<file path="src/rtl/signal_sweeper_pkg.sv">
// Shared grid constants, neighbour direction encoding and sweep state for the signal sweeper.
package signal_sweeper_pkg;

  localparam int SIGNAL_bits = 16;
  localparam int GRID_W      = 64;
  localparam int GRID_H      = 48;

  localparam logic [3:0] LAST_SLOT = 4'd9;

  typedef enum logic [2:0] {
    DIR_N, DIR_NE, DIR_E, DIR_SE, DIR_S, DIR_SW, DIR_W, DIR_NW
  } dir_e;

  typedef enum logic [1:0] {ST_IDLE, ST_FETCH, ST_WRITE, ST_DONE} state_e;

  typedef struct packed {
    logic signed [1:0] dx;
    logic signed [1:0] dy;
  } offs_t;

  // North is y-1; x grows eastwards.
  function automatic offs_t dir_offset(dir_e d);
    offs_t o;
    o.dx = 2'sd0;
    o.dy = 2'sd0;
    case (d)
      DIR_N:  o.dy = -2'sd1;
      DIR_NE: begin o.dx =  2'sd1; o.dy = -2'sd1; end
      DIR_E:  o.dx =  2'sd1;
      DIR_SE: begin o.dx =  2'sd1; o.dy =  2'sd1; end
      DIR_S:  o.dy =  2'sd1;
      DIR_SW: begin o.dx = -2'sd1; o.dy =  2'sd1; end
      DIR_W:  o.dx = -2'sd1;
      DIR_NW: begin o.dx = -2'sd1; o.dy = -2'sd1; end
      default: ;
    endcase
    return o;
  endfunction

endpackage

</file>
<file path="src/rtl/signal_window_addr.sv">
// Combinational window address generator: slot 0 is the centre, slots 1..8 are d0..d7.
module signal_window_addr
  import signal_sweeper_pkg::*;
#(
  parameter int GW = 64,
  parameter int GH = 48,
  parameter int XW = 6,
  parameter int YW = 6,
  parameter int AW = 13
) (
  input  logic [XW-1:0] x_i,
  input  logic [YW-1:0] y_i,
  input  logic [3:0]    slot_i,
  input  logic          bank_i,
  output logic [AW-1:0] addr_o,
  output logic          in_bounds_o
);

  offs_t off;
  int    nx, ny;

  always_comb begin
    off = '0;
    if (slot_i != 4'd0 && slot_i <= 4'd8) off = dir_offset(dir_e'(3'(slot_i - 4'd1)));
    nx          = int'(x_i) + int'($signed(off.dx));
    ny          = int'(y_i) + int'($signed(off.dy));
    in_bounds_o = (nx >= 0) && (nx < GW) && (ny >= 0) && (ny < GH);
    addr_o      = AW'(int'(bank_i) * GW * GH + ny * GW + nx);
  end

endmodule

</file>
<file path="src/rtl/signal_sweeper.sv">
// Walks writeLoc over the grid, gathers each 3x3 window from the read bank and writes new_signal
// to the other bank. Optional saturation counter: define SIGNAL_SWEEP_SAT_COUNT_EN.
module signal_sweeper
  import signal_sweeper_pkg::*;
#(
  parameter  int GRID_W    = signal_sweeper_pkg::GRID_W,
  parameter  int GRID_H    = signal_sweeper_pkg::GRID_H,
  parameter  int ADDR_bits = $clog2(2*GRID_W*GRID_H),
  localparam int XW        = $clog2(GRID_W),
  localparam int YW        = $clog2(GRID_H),
  localparam int SCW       = $clog2(GRID_W*GRID_H+1)
) (
  input  logic                             Clk,
  input  logic                             Reset_n,
  input  logic                             start,
  output logic                             busy,
  output logic                             done,
  output logic                             read_bank,
  output logic                             rd_en,
  output logic [ADDR_bits-1:0]             rd_addr,
  input  logic [SIGNAL_bits-1:0]           rd_data,
  output logic                             wr_en,
  output logic [ADDR_bits-1:0]             wr_addr,
  output logic [SIGNAL_bits-1:0]           wr_data,
  output logic [XW-1:0]                    loc_x,
  output logic [YW-1:0]                    loc_y,
  output logic                             window_valid,
  output logic [SIGNAL_bits-1:0]           cur_signal,
  output logic [7:0][SIGNAL_bits-1:0]      surrounding_signals,
  input  logic [SIGNAL_bits-1:0]           new_signal
`ifdef SIGNAL_SWEEP_SAT_COUNT_EN
  ,output logic [SCW-1:0]                  sat_count
`endif
);

  localparam logic [XW-1:0] X_LAST = XW'(GRID_W-1);
  localparam logic [YW-1:0] Y_LAST = YW'(GRID_H-1);

  state_e                        state_q, state_d;
  logic [3:0]                    slot_q, slot_d;
  logic [XW-1:0]                 x_q, x_d;
  logic [YW-1:0]                 y_q, y_d;
  logic                          bank_q, bank_d;
  logic                          rd_inb, inb_q;
  logic [SIGNAL_bits-1:0]        cur_stg_q, cur_q, nbr_val;
  logic [6:0][SIGNAL_bits-1:0]   nbr_stg_q;
  logic [7:0][SIGNAL_bits-1:0]   nbr_q;

  signal_window_addr #(
    .GW(GRID_W), .GH(GRID_H), .XW(XW), .YW(YW), .AW(ADDR_bits)
  ) u_rd_addr (
    .x_i(x_q), .y_i(y_q), .slot_i(slot_q), .bank_i(bank_q),
    .addr_o(rd_addr), .in_bounds_o(rd_inb)
  );

  always_ff @(posedge Clk or negedge Reset_n) begin
    if (!Reset_n) begin
      state_q <= ST_IDLE;
      slot_q  <= '0;
      x_q     <= '0;
      y_q     <= '0;
      bank_q  <= 1'b0;
    end else begin
      state_q <= state_d;
      slot_q  <= slot_d;
      x_q     <= x_d;
      y_q     <= y_d;
      bank_q  <= bank_d;
    end
  end

  always_comb begin
    state_d      = state_q;
    slot_d       = slot_q;
    x_d          = x_q;
    y_d          = y_q;
    bank_d       = bank_q;
    rd_en        = 1'b0;
    wr_en        = 1'b0;
    window_valid = 1'b0;
    case (state_q)
      ST_IDLE: if (start) begin
        state_d = ST_FETCH;
        slot_d  = '0;
        x_d     = '0;
        y_d     = '0;
      end
      ST_FETCH: begin
        rd_en = (slot_q <= 4'd8) && rd_inb;
        if (slot_q == LAST_SLOT) begin
          state_d = ST_WRITE;
          slot_d  = '0;
        end else begin
          slot_d = slot_q + 4'd1;
        end
      end
      ST_WRITE: begin
        wr_en        = 1'b1;
        window_valid = 1'b1;
        state_d      = ST_FETCH;
        if (x_q == X_LAST) begin
          x_d = '0;
          if (y_q == Y_LAST) begin
            y_d     = '0;
            state_d = ST_DONE;
          end else begin
            y_d = y_q + YW'(1);
          end
        end else begin
          x_d = x_q + XW'(1);
        end
      end
      ST_DONE: begin
        bank_d  = ~bank_q;
        state_d = ST_IDLE;
      end
      default: state_d = ST_IDLE;
    endcase
  end

  // Border neighbours reuse the centre, which is always captured first (slot 1).
  assign nbr_val = inb_q ? rd_data : cur_stg_q;

  // Window is staged during FETCH and published at slot 9 so outputs only move entering WRITE.
  always_ff @(posedge Clk or negedge Reset_n) begin
    if (!Reset_n) begin
      inb_q     <= 1'b0;
      cur_stg_q <= '0;
      nbr_stg_q <= '0;
      cur_q     <= '0;
      nbr_q     <= '0;
    end else if (state_q == ST_FETCH) begin
      inb_q <= rd_inb;
      if (slot_q == 4'd1) begin
        cur_stg_q <= rd_data;
      end else if (slot_q >= 4'd2 && slot_q <= 4'd8) begin
        nbr_stg_q[3'(slot_q - 4'd2)] <= nbr_val;
      end else if (slot_q == LAST_SLOT) begin
        cur_q <= cur_stg_q;
        nbr_q <= {nbr_val, nbr_stg_q};
      end
    end
  end

  assign wr_addr             = ADDR_bits'((bank_q ? 0 : GRID_W*GRID_H) + int'(y_q)*GRID_W + int'(x_q));
  assign wr_data             = new_signal;
  assign busy                = (state_q != ST_IDLE);
  assign done                = (state_q == ST_DONE);
  assign read_bank           = bank_q;
  assign loc_x               = x_q;
  assign loc_y               = y_q;
  assign cur_signal          = cur_q;
  assign surrounding_signals = nbr_q;

`ifdef SIGNAL_SWEEP_SAT_COUNT_EN
  logic [SCW-1:0] sat_q;

  always_ff @(posedge Clk or negedge Reset_n) begin
    if (!Reset_n) begin
      sat_q <= '0;
    end else if (state_q == ST_IDLE && start) begin
      sat_q <= '0;
    end else if (state_q == ST_WRITE && new_signal == {SIGNAL_bits{1'b1}}) begin
      sat_q <= sat_q + SCW'(1);
    end
  end

  assign sat_count = sat_q;
`endif

endmodule

</file>
<file path="config.mk">
export PLATFORM = sky130hd
export DESIGN_NAME = signal_sweeper
export DESIGN_NICKNAME = d
export VERILOG_FILES = /design/src/rtl/signal_sweeper_pkg.sv /design/src/rtl/signal_window_addr.sv /design/src/rtl/signal_sweeper.sv
export SDC_FILE = /design/constraint.sdc
export NUM_CORES = 1
export LEC_CHECK = 0
export ABC_AREA = 1
export CORE_AREA = 2 2 186 188
export DETAILED_ROUTE_END_ITERATION = 10
export DIE_AREA = 0 0 188 190
export GPL_ROUTABILITY_DRIVEN = 0
export HOLD_SLACK_MARGIN = 0.1
export PLACE_DENSITY = 0.62
export SLEW_MARGIN = 10
export SYNTH_ARGS = -nofsm -noshare
export SYNTH_HDL_FRONTEND = slang
export SYNTH_SLANG_ARGS = --single-unit
export TNS_END_PERCENT = 5
</file>
<file path="constraint.sdc">
create_clock -name Clk -period 4.35 [get_ports Clk]
set_input_delay 0.87 -clock Clk [delete_from_list [all_inputs] [get_ports Clk]]
set_output_delay 0.87 -clock Clk [all_outputs]
set_load 0.01 [all_outputs]
</file>
Yosys cells after proc, flatten, opt, wreduce, memory -nomap -nowiden

Cells that the tools add are included.

Latch bits: 0
Bits of input ports: 35
Memories kept: 0
RAM bits: 0
Memory bits (read-only): 0
Logic and storage cells: 111
Output and inout port bits: 204
Bits in registers: 292

Bitwise operators: 3
Equality and inequality tests: 17
Add/sub/neg operators: 11
Multipliers: 1
Mux-type cells: 24
$lt $le $gt $ge: 8
Reductions and logical operators: 24
Shift operators: 0
Div/mod/pow operators: 0

Operator list:

| kind                                                                                | count |
|---|---|
| 112-bit bitwise mux                                                                 | 1 |
| 16-bit demux with 3-bit select                                                      | 1 |
| 16-bit two-way mux                                                                  | 2 |
| 6-bit two-way mux                                                                   | 4 |
| 6-bit case mux with 2 select lines                                                  | 2 |
| 7-bit by 2-bit adder with 8-bit output                                              | 2 |
| 8-bit by 1-bit greater-or-equal comparator with 1-bit output, second input constant | 2 |
| 12-bit by 12-bit adder with 13-bit output                                           | 1 |
| 13-bit adder                                                                        | 1 |
| 13-bit by 6-bit adder with 13-bit output                                            | 1 |
| 13-bit by 8-bit adder with 13-bit output                                            | 1 |
| 6-bit by 1-bit adder with 6-bit output, second input constant                       | 2 |
| 3-bit == test, second input constant                                                | 4 |
| 6-bit == test, second input constant                                                | 2 |
| 12-bit two-way mux                                                                  | 1 |
| 4-bit two-way mux                                                                   | 3 |
| 3-bit OR reduction                                                                  | 4 |
| 8-bit by 7-bit less-than comparator with 1-bit output, second input constant        | 1 |
| 8-bit less-than comparator, second input constant                                   | 1 |
| 2-bit two-way mux                                                                   | 4 |
| 2-bit case mux with 2 select lines                                                  | 2 |
| 2-bit case mux with 4 select lines                                                  | 1 |
| 4-bit case mux with 2 select lines                                                  | 1 |
| 2-bit AND reduction                                                                 | 4 |
| 24 further kinds                                                                    | 40 |

Logic depth before layout (Yosys ltp)

Gate-level depths: netlist (run 1).

Depth after elaboration: 12
Gate-level depth with buffers: 23
Mapped depth without buffers: 22

Hierarchy

From an unflattened synthesis (run 1), not the netlist that was laid out.

Cell total of the unflattened synthesis: 1509
Area total of the unflattened synthesis: 13112.6 µm²

Modules (own cells, without submodules):

| module             | area each (µm²) | instances | sequential area each (µm²) | cells each |
|---|---|---|---|---|
| signal_sweeper     | 12065.3         | 1         | 7307.0                     | 1352 |
| signal_window_addr | 1047.3          | 1         | 0.0                        | 157 |

Worst setup path after synthesis (run 1)

Ideal clock, no wire load.

Kind: reg2out
From: register slot_q[1]
To: output port rd_addr[12]
Cell stages (with the launch flop): 21
Path slack: -0.495 ns
Arrival: 3.975 ns
Path through: dfrtp_1 > buf_2 > nor2_1 > nand2_1 > nand2_2 > nand2_1 > nor2_1 > inv_1 > fa_1 > o21ai_0 > xor2_1 > fa_1 > inv_1 > ha_1 > nand2_1 > inv_1 > nand4_1 > nand3_1 > xor2_1 > xnor2_1 > xor2_1

Word-level cells in the longest chain between the ends: 8
Elaborated cells on any way between the ends: 23
Classes of those cells: add/sub: 5; order compare: 1; eq/ne: 7; mux: 3; reduce/logical: 7

Ends and longest elaborated chain:

| element                                                                | RTL line                 | source |
|---|---|---|
| from (decl)                                                            | signal_sweeper.sv:40     | `logic [3:0] slot_q, slot_d;` |
| from (signal assigned)                                                 | signal_sweeper.sv:65     | `slot_q <= slot_d;` |
| 3-bit by 1-bit subtractor with 3-bit output                            | signal_window_addr.sv:24 | `if (slot_i != 4'd0 && slot_i <= 4'd8) off = dir_offset(dir_e'(3'(slot_i - 4'd1)));` |
| 3-bit by 1-bit == test with 1-bit output, or another cell as far along | signal_sweeper_pkg.sv:26 | `case (d)` |
| 3-bit OR reduction (no source line)                                    | n/a                      |  |
| 2-bit case mux with 2 select lines                                     | signal_sweeper_pkg.sv:26 |  |
| 4-bit two-way mux (*)                                                  | signal_window_addr.sv:24 |  |
| 7-bit by 2-bit adder with 8-bit output                                 | signal_window_addr.sv:26 | `ny = int'(y_i) + int'($signed(off.dy));` |
| 13-bit adder                                                           | signal_window_addr.sv:28 | `addr_o = AW'(int'(bank_i) * GW * GH + ny * GW + nx);` |
| 13-bit by 8-bit adder with 13-bit output (*)                           | signal_window_addr.sv:28 |  |
| to (decl)                                                              | signal_sweeper.sv:20     | `output logic [ADDR_bits-1:0] rd_addr,` |

Mark *: on every way between the ends. The rest lies on a longest branch, timed or not.

Worst setup path in the final report (run 1)

Ends and elaborated chain as after synthesis.

==> impl_metrics.csv, run 1 <==
group,metric,value,unit
floorplanning,die_width,188,um
pwr,total_power,6310,uW
sta,whs,0.445,ns
logic_synthesis,synth_compound_area_frac,0.128,
logic_synthesis,ys_async_sr_fraction,1.00,
routing,ant_nets,0,
sta,fin_skew,0.0232,ns
clocking,clk_root_buffer_cell,"clkbuf_16",
clocking,cts.sinks,292,
clocking,postCtsHoldBufs,0,
layout,final_cells,2087,
setup_path,crit_required,3.48,ns
clocking,htree_levels,2,
logic_synthesis,synthMuxAreaShare,0,
setup_path,crit_chain,"nor2_4 -> nand2_2 -> nand2_4 -> nand2_4 -> nor2_1 -> ha_2 -> inv_1 -> fa_2 -> o21ai_2 -> xor2_2 -> fa_1 -> inv_1 -> ha_1 -> nand2_2 -> inv_2 -> nand4_1 -> nand3_1 -> xor2_1 -> xnor2_1 -> xor2_1 -> buf_2",
sta,worst_slack,-0.657,ns
pwr,power.density,380,nW/um^2
logic_synthesis,synthCells,1367,
logic_synthesis,yosys.area_share.adder,0.0303,
floorplanning,initial_core_util,0.364,
clocking,cts_tree,"built",
logic_synthesis,synthXorXnorAreaFrac,0.0120,
setup_path,cp-end-kind,"primary output",
global_routing,grt_util_all_layers,0.185,
sta,period_needed,5.01,ns
setup_path,cp_data_arrival_time,4.14,ns
layout,multi_input_comb_area,4110,um^2
setup_path,reg2reg_from,"slot_q[0]$_DFFE_PN0P_",
floorplanning,die-area,35700,um^2
routing,drt_first_pass_iters,7,
logic_synthesis,synth_top_family_by_area,"simple AND/OR/NAND/NOR gates",
routing,met2_length,15800,um
sta,fmax,200,MHz
logic_synthesis,synth-edff-count,0,
min_path,hold_class,"in -> async",
clocking,cts_buffers,34,
sta,rsz0062_at_grt,"true",
placed_design,io_buffers,206,
floorplanning,row_count,68,
setup_path,r2r_slack,1.37,ns
sta,hold_viol_final,0,
layout,drive_gt1_frac,0.124,
floorplanning,dieHeight,190,um
routing,vias_per_cell,4.61,
logic_synthesis,yosys.area_share.simple,0.146,
clocking,clk_pin_slew_worst_paths,0.06,ns
pwr,leakage,0.00809,uW
logic_synthesis,ys_ff_latch,292,
logic_synthesis,yosysUniqueCellTypes,35,
setup_path,crit_slowest_cell,"fa_1",
setup_path,slowest_delay,0.49,ns
routing,met1Wirelength,14800,um
layout,design_area,16600,um^2
floorplanning,io_pins,239,
sta,setup_viol,5,
run,cap_violations,0,
logic_synthesis,mappedNetlistArea,12400,um^2
placed_design,place_hpwl,21600,um
global_routing,overflow,0,
setup_path,crit_type,"reg -> out",
logic_synthesis,yosysWarnings,0,
global_routing,grt_start_max_net_pins,219,
setup_path,crit_path_start_kind,"register",
layout,layout.nets,1672,
status,violations,"negative setup slack",
layout,area_delta_synth_final,34.2,%
routing,met3_length,1830,um
logic_synthesis,seq_area_frac_synth,0.591,
placed_design,placed_area,15300,um^2
global_routing,antenna_found_initial,2,
clocking,clockBufferDepth,3,
logic_synthesis,synthFlopType,"dfrtp_1",
routing,top_layer,"met5",
setup_path,critPathMaxFanout,4,
sta,finalSetupTns,-1.75,ns
global_routing,grt_pass1_vias,9241,
setup_path,r2r_cells,14,
pwr,peakVddDrop,0.207,mV
floorplanning,design.core.area,33900,um^2
routing,drc,0,
routing,vias,9618,
layout,num_antenna_cells,0,
sta,tightestPinTransition,1.15,ns
layout,n_fill_cell,3158,
logic_synthesis,syn_nets,1429,
setup_path,r2r_end,"surrounding_signals[64]$_DFFE_PN0P_",
sta,slew_headroom,0.231,
logic_synthesis,syn_avg_cell_area,9.05,um^2
sta,drv_slew,0,
routing,drtIter0Drc,640,
status,status,"finished, violations left",
clocking,clkLatencyLatePin,0.51,ns
routing,routed_wl,33000,um
sta,fin_crit_sh,1.15,
placed_design,dp.cells,2020,
global_routing,grt_pass1_wl,52000,um
layout,seq_area,7310,um^2
routing,wire_per_inst,15.8,um
## where the power goes
| group | switching [uW] | internal [uW] | leakage [uW] |
|---|---|---|---|
| sequential | 61.7 | 2850 | 0.00341 |
| clock | 1130 | 1830 | 0.000565 |
| combinational | 240 | 196 | 0.00412 |
## area by class of cell
class | instances | area share
Clock buffer | 44 | 0.0566
Clock inverter | 14 | 0.0139
Inverter | 186 | 0.0425
Multi-Input combinational cell | 801 | 0.247
Sequential cell | 292 | 0.440
Tap cell | 455 | 0.0343
Timing Repair Buffer | 295 | 0.165
## Yosys cell counts (2+ instances only)
cell type	count	area share
nand2_1	363	0.11
dfrtp_1	292	0.59
inv_1	181	0.055
o21ai_0	171	0.069
o21ai_1	95	0.038
nor2_1	43	0.013
clkbuf_1	38	0.012
a21oi_1	31	0.013
buf_4	27	0.016
ha_1	22	0.022
buf_2	20	0.0081
nand3_1	19	0.0077
xor2_1	13	0.0092
nor3_1	6	0.0024
nor3_2	6	0.0049
fa_1	5	0.0081
inv_2	5	0.0015
nand4_1	4	0.0020
xnor2_1	4	0.0028
o22ai_1	3	0.0015
a21o_1	2	0.0012
buf_1	2	0.00061
o32ai_1	2	0.0014
or2_2	2	0.0010
## placed cells by master (no fill, tap or decap), drive strengths merged
| cell type | count |
|---|---|
| nand2 | 364 |
| dfrtp | 292 |
| o21ai | 266 |
| clkdlybuf4s50 | 196 |
| inv | 187 |
| buf | 92 |
| clkbuf | 48 |
| nor2 | 45 |
| a21oi | 31 |
| ha | 22 |
| nand3 | 20 |
| xor2 | 13 |
| nor3 | 12 |
| clkinv | 6 |
| bufinv | 5 |
| fa | 5 |
| nand4 | 4 |
| xnor2 | 4 |
| o22ai | 3 |
| dlymetal6s2s | 3 |
| or2 | 2 |
| a21o | 2 |
| o32ai | 2 |
| clkinvlp | 2 |
| o41ai | 1 |
| a31oi | 1 |
| o211ai | 1 |
| o31ai | 1 |
| o311ai | 1 |
| nor4 | 1 |
## worst max path at each step
| stage | from | endpoint | slack, ns | cells past startpoint |
|---|---|---|---|---|
| after floorplan | slot_q[1]$_DFFE_PN0P_ | rd_addr[12] | -0.04 | 23 |
| after global placement | slot_q[0]$_DFFE_PN0P_ | rd_addr[12] | -0.50 | 21 |
| after detailed placement | slot_q[1]$_DFFE_PN0P_ | rd_addr[12] | -0.58 | 21 |
| after CTS | slot_q[1]$_DFFE_PN0P_ | rd_addr[12] | -0.61 | 24 |
| after global routing | slot_q[1]$_DFFE_PN0P_ | rd_addr[12] | -0.89 | 21 |
| final | slot_q[1]$_DFFE_PN0P_ | rd_addr[12] | -0.66 | 21 |
## through the flow
stage / util / worst slack [ns]
2_1_floorplan: - / -0.0408
3_3_place_gp: 0.451 / -0.497
3_5_place_dp: 0.451 / -0.577
4_1_cts: 0.487 / -0.607
5_1_grt: 0.489 / -0.893
6_report: 0.489 / -0.657
## flip-flops by register name, indices dropped and copies added (netlist names)
| signal | flops |
|---|---|
| loc_y | 6 |
| slot_q | 4 |
| nbr_stg_q | 112 |
| loc_x | 6 |
| cur_stg_q | 16 |
| read_bank | 1 |
| cur_signal | 16 |
| inb_q | 1 |
| surrounding_signals | 128 |
| state_q | 2 |
## critical path: cells and delay by family (launching register included)
family / cells / cell delay [ns]
compound gates: 1 / 0.20
xor+xnor: 4 / 0.63
fa+ha+maj: 4 / 1.35
buf+inv: 4 / 0.28
flops: 1 / 0.44
simple gates: 8 / 0.74
## logic make-up after synthesis
logic type	Yosys count
AND/OR/NAND/NOR	448
AO/OA/AOI/OAI	309
flip-flops	292
buffers and inverters	274
adder cells (fa/ha/maj)	27
XOR/XNOR	17
## routing by layer
| layer | vias to the layer above | global-route usage |
|---|---|---|
| li1 | 4773 | - |
| met1 | 4552 | 0.253 |
| met2 | 251 | 0.305 |
| met3 | 38 | 0.0387 |
| met4 | 4 | 0.0400 |
| met5 | - | 0 |
## timing repair
action,in CTS,in global routing
pin swaps,6,19
setup endpoints to repair,7,8
setup buffers,4,5
resized for setup,18,28
Power figures use the tool's default switching activity.
==> run 2, diff against run 1 <==
--- a/config.mk
+++ b/config.mk
@@ -6,14 +6,16 @@
 export NUM_CORES = 1
 export LEC_CHECK = 0
 export ABC_AREA = 1
-export CORE_AREA = 2 2 186 188
+export CORE_AREA = 2 2 192 194
 export DETAILED_ROUTE_END_ITERATION = 10
-export DIE_AREA = 0 0 188 190
+export DIE_AREA = 0 0 194 196
 export GPL_ROUTABILITY_DRIVEN = 0
 export HOLD_SLACK_MARGIN = 0.1
-export PLACE_DENSITY = 0.62
+export PLACE_DENSITY = 0.61
+export SKIP_LAST_GASP = 1
 export SLEW_MARGIN = 10
 export SYNTH_ARGS = -nofsm -noshare
 export SYNTH_HDL_FRONTEND = slang
+export SYNTH_HIERARCHICAL = 1
 export SYNTH_SLANG_ARGS = --single-unit
 export TNS_END_PERCENT = 5
==> run 2 against run 1 <==
Compared with the run above: the flow still finishes with violations (negative setup slack); sequential share of layout area down 1.5 points; clock power about the same; via count up 13%; combinational power down 1%; global-route usage up 1.4 points; final cell count up 6.4%; count of clock-buffer cells in the layout up 8; sequential power about the same; die area up 6.5%; first-iteration DRC count up 36%; synthesized cell count up 10%; critical path type unchanged.
==> impl_metrics.csv, run 2 <==
group,metric,value,unit
floorplanning,dieHeight,196,um
setup_path,crit_required,3.48,ns
sta,slew_headroom,0.180,
global_routing,grt_pass1_wl,60800,um
floorplanning,io_pins,239,
sta,whs,0.461,ns
setup_path,slowest_delay,0.41,ns
setup_path,cp_data_arrival_time,4.00,ns
logic_synthesis,seq_area_frac_synth,0.557,
floorplanning,die-area,38000,um^2
floorplanning,initial_core_util,0.363,
logic_synthesis,yosysWarnings,6,
pwr,peakVddDrop,0.302,mV
floorplanning,design.core.area,36100,um^2
layout,fin_util,0.477,
setup_path,critPathMaxFanout,5,
routing,vias_per_cell,4.90,
routing,drc,0,
routing,vias,10900,
floorplanning,row_count,70,
sta,setup_viol,7,
routing,drt_first_pass_iters,5,
clocking,postCtsHoldBufs,0,
layout,largest_reg_flops,128,
logic_synthesis,yosysUniqueCellTypes,41,
layout,final_cell_mix,"663 x nand2_1, 291 x dfrtp_1, 199 x clkdlybuf4s50_1",
routing,wire_per_inst,17.0,um
min_path,hold_class,"in -> async",
global_routing,grt_util_all_layers,0.200,
clocking,htree_levels,2,
routing,drtIter0Drc,869,
logic_synthesis,synthCells,1509,
layout,layout.nets,1789,
sta,worst_slack,-0.517,ns
setup_path,r2r_slack,1.36,ns
global_routing,antenna_found_initial,0,
layout,seq_area,7310,um^2
global_routing,overflow,0,
clocking,cts.sinks,292,
setup_path,r2r_end,"inb_q$_DFFE_PN0N_",
routing,ant_nets,0,
setup_path,reg2reg_from,"slot_q[0]$_DFFE_PN0P_",
clocking,clkLatencyLatePin,0.51,ns
logic_synthesis,ys_ff_latch,292,
placed_design,place_hpwl,24500,um
run,cap_violations,0,
routing,routed_wl,37800,um
setup_path,r2r_cells,20,
layout,multi_input_comb_area,5100,um^2
sta,fmax,205,MHz
layout,area_delta_synth_final,31.2,%
placed_design,dpl_worst_slack,-0.590,ns
sta,fin_crit_sh,1.12,
logic_synthesis,synthTopCellsByArea,"dfrtp_1 56%, nand2_1 19%, nand4_1 5.1%",
setup_path,critPathTopFamily,"compound AO/OA/AOI/OAI gates",
logic_synthesis,syn_avg_cell_area,8.69,um^2
setup_path,crit_chain,"nor2_4 -> buf_6 -> buf_4 -> o21ai_4 -> o21ai_4 -> nor2_4 -> ha_4 -> buf_4 -> a31oi_4 -> xor2_2 -> xor2_1 -> ha_1 -> a21oi_2 -> nand2_1 -> a21oi_2 -> inv_1 -> a21oi_2 -> inv_1 -> nand2_2 -> nand2_1 -> nand2_1 -> nand2_1 -> buf_2",
placed_design,io_buffers,206,
setup_path,crit_type,"reg -> out",
logic_synthesis,synth_most_common_cell,"nand2_1",
setup_path,crit_slowest_cell,"dfrtp_1",
global_routing,grt_pass1_vias,10800,
sta,tightestPinTransition,1.23,ns
sta,fin_skew,0.0174,ns
clocking,clk_root_buffer_cell,"clkbuf_16",
setup_path,critical_path.most_common_cell,"nand2_1",
sta,hold_viol_final,0,
floorplanning,die_width,194,um
logic_synthesis,synth-edff-count,0,
layout,num_antenna_cells,0,
layout,drive_gt1_frac,0.122,
sta,rsz0062_at_grt,"true",
pwr,power.density,366,nW/um^2
logic_synthesis,synth.top_cell.area_share,0.557,
pwr,leakage,0.00854,uW
sta,finalSetupTns,-2.74,ns
logic_synthesis,synth_area_leader_cell,"dfrtp_1",
setup_path,cp-end-kind,"primary output",
logic_synthesis,mappedNetlistArea,13100,um^2
pwr,total_power,6300,uW
sta,drv_slew,0,
status,violations,"negative setup slack",
layout,n_fill_cell,3509,
logic_synthesis,synthFlopType,"dfrtp_1",
logic_synthesis,syn_nets,1569,
setup_path,cp.buffers_inverters,6,
sta,period_needed,4.87,ns
status,status,"finished, violations left",
clocking,clockBufferDepth,3,
logic_synthesis,synth_common_cells,"669 x nand2_1, 292 x dfrtp_1, 107 x nand4_1",
clocking,clk_pin_slew_worst_paths,0.06,ns
global_routing,grt_start_max_net_pins,130,
layout,layout_commonest_cell,"nand2_1",
clocking,cts_buffers,34,
setup_path,crit_path_start_kind,"register",
logic_synthesis,ys_async_sr_fraction,1.00,
clocking,cts_tree,"built",
run 2: kinds of logic after synthesis:
kind of cell,share of synthesized area
XOR/XNOR,0.0146
flip-flops,0.557
adder cells (fa/ha/maj),0.0256
multiplexers,0.000763
AO/OA/AOI/OAI,0.0472
AND/OR/NAND/NOR,0.284
buffers and inverters,0.0701
run 2: layout make-up:
cell class	count	share of cell area
clock inverter	7	0.00858
timing repair buffer	288	0.157
multi-input combinational	1028	0.297
sequential	292	0.425
inverter	85	0.0190
clock buffer	52	0.0593
tap	468	0.0340
run 2: worst max-delay path by stage:
stage / from / cells past startpoint / endpoint
4_1_cts: slot_q[1]$_DFFE_PN0P_ / 22 / rd_addr[12]
3_3_place_gp: slot_q[0]$_DFFE_PN0P_ / 23 / rd_addr[12]
6_report: slot_q[0]$_DFFE_PN0P_ / 23 / rd_addr[12]
2_1_floorplan: slot_q[1]$_DFFE_PN0P_ / 22 / rd_addr[12]
5_1_grt: slot_q[0]$_DFFE_PN0P_ / 22 / rd_addr[9]
3_5_place_dp: slot_q[0]$_DFFE_PN0P_ / 23 / rd_addr[12]
run 2: repair_timing:
item / 4_1_cts / 5_1_grt
endpoints found under the hold margin: 0 / 0
endpoints found under the setup margin: 8 / 8
setup buffers: 7 / 2
pin swaps: 19 / 12
resized for setup: 39 / 10
run 2: routing by layer:
metal	up-vias	GRT usage	wire [um]
li1	5257	-	-
met1	5293	0.275	17300
met2	295	0.322	17500
met3	43	0.0492	2520
met4	0	0.0415	527
met5	-	0	0
run 2: through the flow:
stage	cells	instance area, um^2
6_report	2220	17200
3_5_place_dp	2152	15800
5_1_grt	2220	17200
3_3_place_gp	2152	15800
2_1_floorplan	1509	13200
4_1_cts	2218	17100
run 2: report_power, final:
part | leakage [uW] | switching [uW] | internal [uW]
Clock | 0.000567 | 1100 | 1850
Sequential | 0.00342 | 73.4 | 2850
Combinational | 0.00455 | 235 | 196
==> run 3, diff against run 2 <==
--- a/config.mk
+++ b/config.mk
@@ -6,12 +6,14 @@
 export NUM_CORES = 1
 export LEC_CHECK = 0
 export ABC_AREA = 1
+export ABC_CLOCK_PERIOD_IN_PS = 4350
 export CORE_AREA = 2 2 192 194
 export DETAILED_ROUTE_END_ITERATION = 10
 export DIE_AREA = 0 0 194 196
 export GPL_ROUTABILITY_DRIVEN = 0
 export HOLD_SLACK_MARGIN = 0.1
 export PLACE_DENSITY = 0.61
+export SETUP_SLACK_MARGIN = 0.3
 export SKIP_LAST_GASP = 1
 export SLEW_MARGIN = 10
 export SYNTH_ARGS = -nofsm -noshare
==> run 3 against run 2 <==
Compared with the run above: the flow still finishes with violations (negative setup slack); first-iteration DRC count fell by 8.7%; register-to-register slack improved by 0.04 ns; combinational power barely moved; worst setup slack improved by 0.0044 ns; critical endpoint unchanged; largest cell class unchanged; largest power group is now sequential cells; highest routed layer unchanged.
==> impl_metrics.csv, run 3 (same netlist as run 2, synthesis figures left out) <==
group,metric,value,unit
status,status,"finished, violations left",
status,violations,"negative setup slack",
pwr,leakage,0.00844,uW
clocking,htree_levels,1,
pwr,peakVddDrop,0.271,mV
clocking,postCtsHoldBufs,0,
placed_design,place_hpwl,24500,um
setup_path,cp_data_arrival_time,3.99,ns
setup_path,r2r_end,"surrounding_signals[29]$_DFFE_PN0P_",
layout,layout.nets,1787,
sta,tightestPinTransition,1.21,ns
sta,drv_slew,0,
floorplanning,io_pins,239,
setup_path,crit_type,"reg -> out",
sta,hold_viol_final,0,
global_routing,grt_pass1_wl,60700,um
layout,fin_util,0.472,
routing,routed_wl,37700,um
layout,area_delta_synth_final,29.9,%
setup_path,critPathCapture,"rd_addr[12]",
clocking,cts_buffers,31,
floorplanning,initial_core_util,0.363,
routing,drc,0,
clocking,cts_tree,"built",
sta,slew_headroom,0.192,
floorplanning,row_count,70,
setup_path,critPathMaxFanout,5,
placed_design,io_buffers,206,
global_routing,grt_util_all_layers,0.198,
sta,period_needed,4.86,ns
pwr,total_power,5990,uW
placed_design,dp.cells,2156,
global_routing,antenna_found_initial,0,
clocking,clockBufferDepth,3,
clocking,clk_pin_slew_worst_paths,0.06,ns
global_routing,overflow,0,
setup_path,slowest_delay,0.41,ns
layout,drive_gt1_frac,0.121,
global_routing,grt_pass1_vias,11000,
layout,largest_reg_flops,128,
sta,worst_slack,-0.513,ns
clocking,clk_root_buffer_cell,"clkbuf_16",
layout,num_antenna_cells,0,
routing,vias_per_cell,4.94,
routing,ant_nets,0,
floorplanning,design.core.area,36100,um^2
clocking,clkLatencyLatePin,0.55,ns
floorplanning,die_width,194,um
routing,drt_first_pass_iters,5,
clocking,cts.sinks,292,
global_routing,grt_start_max_net_pins,104,
setup_path,crit_path_start_kind,"register",
routing,drtIter0Drc,793,
setup_path,crit_chain,"nor2_4 -> ha_4 -> o21ai_4 -> nor2_4 -> buf_4 -> fa_2 -> buf_4 -> xnor2_2 -> buf_4 -> xor2_2 -> ha_1 -> nand3_1 -> nand2_1 -> a21oi_2 -> inv_1 -> a21oi_2 -> inv_1 -> nand2_2 -> nand2_1 -> nand2_1 -> nand2_2 -> buf_6",
sta,whs,0.328,ns
sta,fin_skew,0.00749,ns
placed_design,dpl_worst_slack,-0.533,ns
pwr,power.density,352,nW/um^2
floorplanning,dieHeight,196,um
setup_path,worst-path-stages,22,
sta,rsz0062_at_grt,"true",
sta,fin_crit_sh,1.12,
setup_path,crit_required,3.48,ns
setup_path,r2r_cells,6,
layout,layout_commonest_cell,"nand2_1",
layout,final_cell_mix,"662 x nand2_1, 291 x dfrtp_1, 199 x clkdlybuf4s50_1",
floorplanning,die-area,38000,um^2
setup_path,crit_slowest_cell,"dfrtp_1",
sta,fmax,206,MHz
routing,wire_per_inst,17.0,um
setup_path,critPathTopFamily,"adder cells",
min_path,hold_class,"in -> async",
setup_path,cp.buffers_inverters,6,
sta,setup_viol,7,
setup_path,critPathLaunch,"slot_q[0]$_DFFE_PN0P_",
routing,vias,11000,
setup_path,cp-end-kind,"primary output",
setup_path,r2r_slack,1.40,ns
run,cap_violations,0,
layout,final_cells,2217,
setup_path,reg2reg_from,"state_q[1]$_DFFE_PN0P_",
[run 3: metal layers]
metal | part of all wire | global-route usage | up-vias
met5 | 0 | 0 | -
met4 | 0.019 | 0.0398 | 0
met3 | 0.070 | 0.0442 | 50
met2 | 0.47 | 0.326 | 319
met1 | 0.45 | 0.271 | 5340
li1 | - | - | 5250
[run 3: final cells by class]
cell class                      instances  area, um^2
Tap cell                              468         586
Clock inverter                         10         133
Multi-Input combinational cell       1028        5090
Inverter                               85         327
Fill cell                            3547       19000
Timing Repair Buffer                  289        2710
Sequential cell                       292        7310
Clock buffer                           45         878
[run 3: worst min path at each step]
stage,depth (start not counted),to,slack (ns)
floorplan,2,surrounding_signals[0]$_DFFE_PN0P_,0.45
global placement,2,surrounding_signals[69]$_DFFE_PN0P_,0.45
detailed placement,2,surrounding_signals[127]$_DFFE_PN0P_,0.46
CTS,1,surrounding_signals[66]$_DFFE_PN0P_,0.33
global route,1,surrounding_signals[66]$_DFFE_PN0P_,0.37
finish,1,surrounding_signals[66]$_DFFE_PN0P_,0.33
[run 3: timing repair]
| action | CTS | global route |
|---|---|---|
| setup endpoints to repair | 10 | 10 |
| buffers inserted | 5 | 1 |
| pin swaps | 17 | 13 |
| cloned | 0 | 0 |
| resized for setup | 34 | 8 |
[run 3: through the flow]
stage / setup TNS, ns / instance area (um^2)
final: -2.71 / 17000
after global routing: -4.72 / 17000
after CTS: -2.78 / 17000
after detailed placement: -1.47 / 15900
after global placement: -0.976 / 15900
after floorplan: 0 / 13200
[run 3: power by group]
| part | switching [uW] | internal, uW | total (uW) |
|---|---|---|---|
| Combinational | 235 | 196 | 431 |
| Sequential | 73.6 | 2850 | 2920 |
| Clock | 1070 | 1570 | 2640 |
[run 3: worst register-to-register path: stages (launching register included)]
cell,delay (ns)
dfrtp_1,0.41
nor2_2,0.58
inv_2,0.22
nor2_4,0.36
buf_4,0.93
nand2_1,0.25
nand2_1,0.13
